**src/rtl/pixel_strip_pkg.sv**
```systemverilog
// Shared definitions for the pixel strip controller: FSM state codes,
// the packed 24-bit pixel type and the latch-gap length derivation.
package pixel_strip_pkg;

  // FSM state codes, kept as plain constants so older tools can read them
  typedef logic [2:0] state_t;
  localparam state_t ST_IDLE      = 3'd0;
  localparam state_t ST_FETCH     = 3'd1;
  localparam state_t ST_ISSUE     = 3'd2;
  localparam state_t ST_WAIT_ACK  = 3'd3;
  localparam state_t ST_WAIT_DONE = 3'd4;
  localparam state_t ST_LATCH     = 3'd5;

  // One pixel as stored in the buffer: red in the top byte, blue in the bottom
  typedef struct packed {
    logic [7:0] red;
    logic [7:0] green;
    logic [7:0] blue;
  } pixel_t;

  // Number of clock cycles the line must idle low after a frame
  function automatic int latch_cycles(input int clk_hz, input int latch_us);
    return (clk_hz / 1_000_000) * latch_us;
  endfunction

endpackage

```
**src/rtl/pixel_ram.sv**
```systemverilog
// Simple dual-port pixel buffer: one write port, one registered read port.
// A read and a write to the same address in one cycle return the old data.
module pixel_ram
  import pixel_strip_pkg::*;
#(
  parameter int DEPTH = 8,
  parameter int AW    = 3
) (
  input  logic          clk,
  input  logic          i_wrEn,
  input  logic [AW-1:0] i_wrAddr,
  input  pixel_t        i_wrData,
  input  logic          i_rdEn,
  input  logic [AW-1:0] i_rdAddr,
  output pixel_t        o_rdData
);

  pixel_t r_mem [DEPTH];
  pixel_t r_rdData;

  // Storage is never reset so the picture survives a controller reset;
  // out-of-range writes are dropped, and the non-blocking read gives read-first
  always_ff @(posedge clk) begin
    if (i_wrEn && (int'(i_wrAddr) < DEPTH)) begin
      r_mem[i_wrAddr] <= i_wrData;
    end
    if (i_rdEn) begin
      r_rdData <= r_mem[i_rdAddr];
    end
  end

  assign o_rdData = r_rdData;

endmodule

```
**src/rtl/pixel_strip_ctrl.sv**
```systemverilog
// Pixel strip refresh controller: walks the pixel buffer in index order,
// hands each pixel to an external writer with a valid/busy handshake, then
// holds a latch gap before signalling frame completion.
module pixel_strip_ctrl
  import pixel_strip_pkg::*;
#(
  parameter int NUM_PIXELS  = 8,
  parameter int CLK_HZ      = 12_000_000,
  parameter int LATCH_US    = 80,
  parameter int ACK_TIMEOUT = 64,
  localparam int AW = (NUM_PIXELS > 1) ? $clog2(NUM_PIXELS) : 1
) (
  input  logic          clk,
  input  logic          rst,
  input  logic          wr_en,
  input  logic [AW-1:0] wr_addr,
  input  logic [23:0]   wr_data,
  input  logic          start,
  output logic          frame_busy,
  output logic          frame_done,
  output logic          error,
  output logic          pix_valid,
  output logic [7:0]    pix_r,
  output logic [7:0]    pix_g,
  output logic [7:0]    pix_b,
  input  logic          pix_busy
);

  localparam int            LATCH_CYCLES = latch_cycles(CLK_HZ, LATCH_US);
  localparam logic [31:0]   LATCH_LAST   = (LATCH_CYCLES > 1) ? 32'(LATCH_CYCLES - 1) : 32'd1;
  localparam logic [31:0]   ACK_LAST     = (ACK_TIMEOUT > 1) ? 32'(ACK_TIMEOUT - 1) : 32'd0;
  localparam logic [AW-1:0] LAST_INDEX   = AW'(NUM_PIXELS - 1);

  state_t        r_state;
  logic [AW-1:0] r_index;
  logic [31:0]   r_latchCnt;
  logic [31:0]   r_ackCnt;
  logic          r_frameBusy;
  logic          r_frameDone;
  logic          r_error;
  logic          r_pixValid;
  logic [7:0]    r_pixR;
  logic [7:0]    r_pixG;
  logic [7:0]    r_pixB;

  pixel_t        w_rdData;
  logic          w_rdEn;

  assign w_rdEn = (r_state == ST_FETCH);

  pixel_ram #(
    .DEPTH (NUM_PIXELS),
    .AW    (AW)
  ) u_ram (
    .clk      (clk),
    .i_wrEn   (wr_en),
    .i_wrAddr (wr_addr),
    .i_wrData (wr_data),
    .i_rdEn   (w_rdEn),
    .i_rdAddr (r_index),
    .o_rdData (w_rdData)
  );

  // Frame sequencer: state, pixel index, counters and all registered outputs
  always_ff @(posedge clk) begin
    if (rst) begin
      r_state     <= ST_IDLE;
      r_index     <= '0;
      r_latchCnt  <= '0;
      r_ackCnt    <= '0;
      r_frameBusy <= 1'b0;
      r_frameDone <= 1'b0;
      r_error     <= 1'b0;
      r_pixValid  <= 1'b0;
      r_pixR      <= '0;
      r_pixG      <= '0;
      r_pixB      <= '0;
    end else begin
      r_frameDone <= 1'b0;
      r_pixValid  <= 1'b0;
      case (r_state)
        ST_IDLE: begin
          if (start) begin
            r_state     <= ST_FETCH;
            r_index     <= '0;
            r_error     <= 1'b0;
            r_frameBusy <= 1'b1;
          end
        end
        ST_FETCH: begin
          r_state <= ST_ISSUE;
        end
        ST_ISSUE: begin
          r_pixR     <= w_rdData.red;
          r_pixG     <= w_rdData.green;
          r_pixB     <= w_rdData.blue;
          r_pixValid <= 1'b1;
          r_ackCnt   <= '0;
          r_state    <= ST_WAIT_ACK;
        end
        ST_WAIT_ACK: begin
          if (pix_busy) begin
            r_state <= ST_WAIT_DONE;
          end else if (r_ackCnt >= ACK_LAST) begin
            r_error     <= 1'b1;
            r_state     <= ST_IDLE;
            r_frameBusy <= 1'b0;
          end else begin
            r_ackCnt <= r_ackCnt + 32'd1;
          end
        end
        ST_WAIT_DONE: begin
          if (!pix_busy) begin
            if (r_index == LAST_INDEX) begin
              // The cycle in which busy fell is already the first idle-low
              // cycle of the gap, so the count starts at one
              r_latchCnt <= 32'd1;
              r_state    <= ST_LATCH;
            end else begin
              r_index <= r_index + AW'(1);
              r_state <= ST_FETCH;
            end
          end
        end
        ST_LATCH: begin
          if (r_latchCnt >= LATCH_LAST) begin
            r_latchCnt  <= '0;
            r_frameDone <= 1'b1;
            r_frameBusy <= 1'b0;
            r_state     <= ST_IDLE;
          end else begin
            r_latchCnt <= r_latchCnt + 32'd1;
          end
        end
        default: begin
          r_state     <= ST_IDLE;
          r_frameBusy <= 1'b0;
        end
      endcase
    end
  end

  assign frame_busy = r_frameBusy;
  assign frame_done = r_frameDone;
  assign error      = r_error;
  assign pix_valid  = r_pixValid;
  assign pix_r      = r_pixR;
  assign pix_g      = r_pixG;
  assign pix_b      = r_pixB;

endmodule

```
**config.mk**
```make
export PLATFORM = sky130hd
export DESIGN_NAME = pixel_strip_ctrl
export DESIGN_NICKNAME = d
export VERILOG_FILES = /design/src/rtl/pixel_strip_pkg.sv /design/src/rtl/pixel_ram.sv /design/src/rtl/pixel_strip_ctrl.sv
export SDC_FILE = /design/constraint.sdc
export NUM_CORES = 1
export LEC_CHECK = 0
export ABC_AREA = 1
export CELL_PAD_IN_SITES_DETAIL_PLACEMENT = 0
export CELL_PAD_IN_SITES_GLOBAL_PLACEMENT = 1
export CORE_ASPECT_RATIO = 0.9
export CORE_MARGIN = 5
export CORE_UTILIZATION = 51
export CTS_CLUSTER_DIAMETER = 60
export DETAILED_ROUTE_END_ITERATION = 12
export GPL_ROUTABILITY_DRIVEN = 0
export PLACE_DENSITY = 0.91
export SLEW_MARGIN = 10
export SYNTH_ARGS = -nofsm -noshare
export SYNTH_HDL_FRONTEND = slang
export SYNTH_HIERARCHICAL = 1
export SYNTH_SLANG_ARGS = --single-unit
```
**constraint.sdc**
```tcl
create_clock -name clk -period 5.7 [get_ports clk]
set_clock_uncertainty 0.05 [all_clocks]
set_input_delay 1.14 -clock clk [delete_from_list [all_inputs] [get_ports clk]]
set_output_delay 1.14 -clock clk [all_outputs]
set_load 0.03 [all_outputs]
```
==> results.json <==
{
  "cts_buffer_depth": 3,
  "syn_nets": 1375,
  "rsz0062_at_grt": "no",
  "syn_inst": 1339,
  "mostFrequentLayoutCell": "nand2_1",
  "dieArea_um2": 28500,
  "htreeDepth": 1,
  "drv_cap": 0,
  "finalSetupTns_ns": 0,
  "synth_warnings": 6,
  "synth-compound-area-share": 0.0264,
  "drtIter0Drc": 583,
  "cp_slowest_cell": "buf_4",
  "n_antenna_cell": 0,
  "crit_type": "flip-flop to flip-flop",
  "slew_viol_final": 0,
  "antenna_found_initial": 0,
  "wl_met1_um": 11700,
  "worst_setup_path_end_kind": "flip-flop",
  "ys.flop_type": "edfxtp_1",
  "grt_overflow": 0,
  "clk_pin_slew_worst_paths_ns": 0.06,
  "fmax_mhz": 344,
  "viasPerCell": 4.83,
  "grt_pass1_vias": 7917,
  "p_per_area_nw_per_um2": 390,
  "netlist_area_um2": 12900,
  "yosys.area_share.simple": 0.216,
  "vias": 8515,
  "rows": 55,
  "wl_um": 25200,
  "final_nets": 1432,
  "synthAdderAreaFrac": 0.00389,
  "syn_avg_cell_area_um2": 9.61,
  "tightest_slew_ns": 1.09,
  "critPathRequiredTime_ns": 6.12,
  "wl_per_cell_um": 14.3,
  "wl_met2_um": 11900,
  "ys_types": 30,
  "synth_edf_count": 216,
  "totalPowerFinal_mw": 5.76,
  "drc": 0,
  "setup_viol_count_final": 0,
  "root_buffer": "clkbuf_16",
  "fp.dieW_um": 177,
  "synthXorXnorAreaFrac": 0.00340,
  "top_layer_used": "met4",
  "core-area_um2": 25000,
  "crit_path_start_kind": "flip-flop",
  "muxShareOfSynthArea": 0,
  "r2r_end": "r_latchCnt[8]",
  "slew_headroom": 0.270,
  "arrival_ns": 3.32,
  "layout_common_cells": "nand2_1 (402), inv_1 (241), edfxtp_1 (216), nand3_1 (115), nor2_1 (102)",
  "vdd_drop_max_uv": 264,
  "postCtsSetupBuffers": 0,
  "grt_pass1_wl_um": 40800,
  "die_height_um": 161,
  "grt_use_total": 0.176,
  "hpwlAfterDp_um": 14700,
  "drt_pass1_iterations": 5,
  "critPathMaxFanout": 98,
  "syn_to_final_growth_pct": 14.6,
  "p_leak_nw": 6.32,
  "portBuffers": 59,
  "hold_buffers": 0,
  "async_flop_share": 0,
  "cp_top_family": "buffers and inverters",
  "cp_cell_sequence": "buf_4, ha_1, ha_1, inv_1, a21oi_1, nand2_2, inv_2, nand2_1, nor2_1, a21oi_1, nor3_1",
  "grt_max_degree": 99,
  "clkSinkCount": 314,
  "fin_crit_ns": 2.91,
  "wl_met3_um": 1130,
  "initial_utilization": 0.515,
  "layout_setup_ws_ns": 2.79,
  "crit_buf_inv": 3,
  "synth_seq_cells": 314,
  "cp_slowest_stage_delay_ns": 0.77,
  "hp-class": "flip-flop to flip-flop",
  "status": "finished, final reports clean",
  "seq_area_frac_synth": 0.656,
  "cts_resized": 0,
  "worst_hold_slack_ns": 0.387,
  "cts_tree": "yes",
  "finalHoldViolCount": 0,
  "min_period_over_period": 0.510,
  "fill_cells": 2057,
  "worst_skew_pair.late_latency_ns": 0.55,
  "rrSetupSlack_ns": 2.79,
  "pin_count": 60,
  "min_to": "r_ackCnt[7]",
  "dpl_worst_slack_ns": 2.59,
  "min_from": "r_ackCnt[7]",
  "cts_buffers": 31,
  "ant_nets": 0,
  "hold_depth": 2,
  "r2r-start": "r_index[0]",
  "rr_worst_depth": 11,
  "drive_gt1_frac": 0.0613,
  "synth_top_family_by_area": "simple AND/OR/NAND/NOR gates"
}
[worst register-to-register path, delay by kind of cell, from the launching register on]
kind	cells	cell delay [ns]
and+or+nand+nor	4	0.68
adders and majority gates	2	0.48
AOI/OAI and AO/OA	2	0.25
buffers and inverters	3	1.03
DFF	1	0.33
[layer usage]
metal  up-vias  track usage
met5         -            0
met4         0       0.0397
met3        37       0.0247
met2       180        0.291
met1      3945        0.251
li1       4353            -
[state kept, by name, indices dropped and copies added (netlist names)]
register	flops
r_state	3
pix_valid	1
pix_b	8
r_latchCnt	32
r_index	3
u_ram/r_mem	192
u_ram/o_rdData	24
r_ackCnt	32
pix_r	8
frame_busy	1
error	1
pix_g	8
frame_done	1
[power breakdown]
| group | total, mW | switching, mW | internal [mW] |
|---|---|---|---|
| clock | 1.98 | 0.823 | 1.15 |
| sequential | 2.69 | 0.0682 | 2.62 |
| combinational | 1.09 | 0.759 | 0.334 |
| total | 5.76 | 1.65 | 4.11 |
[cell type report]
type                            count  area (µm²)  area share
Timing Repair Buffer               75         706      0.0478
Clock buffer                       41         865      0.0586
Tap cell                          342         428      0.0290
Inverter                          244         917      0.0622
Clock inverter                     16         138     0.00933
Multi-Input combinational cell    730        3240       0.220
Sequential cell                   314        8450       0.573
[logic make-up after synthesis]
kind of cell / after synthesis
flops: 314
buf+inv: 295
compound gates: 48
xor+xnor: 5
simple gates: 673
fa+ha+maj: 4
[Yosys cell counts, types with 5 or more instances]
cell        n  area [µm²]
a21oi_1    13        65.1
a22o_1     24         210
buf_2      25         125
buf_6       6        67.6
clkbuf_1   14        52.6
dfxtp_1    98        1960
edfxtp_1  216        6490
inv_1     241         905
nand2_1   402        1510
nand3_1   115         576
nand4_1    13        81.3
nor2_1    112         420
nor3_1     19        95.1
o21ai_0     9        45.0
xor2_1      5        43.8
[metrics by stage]
step	cells	cell area (µm²)	util
after global routing	1762	14700	0.590
after global placement	1705	13700	0.550
after detailed placement	1705	13700	0.550
after floorplan	1339	12900	-
after CTS	1762	14700	0.590
final	1762	14700	0.590
[worst max-delay path by stage]
stage                from  cells past startpoint  slack [ns]            endpoint
3_5_place_dp        wr_en                      4        2.59  u_ram/r_mem[5][11]
2_1_floorplan  wr_addr[0]                      3        2.94   u_ram/r_mem[0][0]
6_report       r_index[0]                     11        2.79       r_latchCnt[8]
5_1_grt        r_index[0]                     11        2.50       r_latchCnt[5]
3_3_place_gp        wr_en                      4        2.66  u_ram/r_mem[5][11]
4_1_cts        r_index[0]                     11        2.76       r_latchCnt[8]
Power figures use the tool's default switching activity.
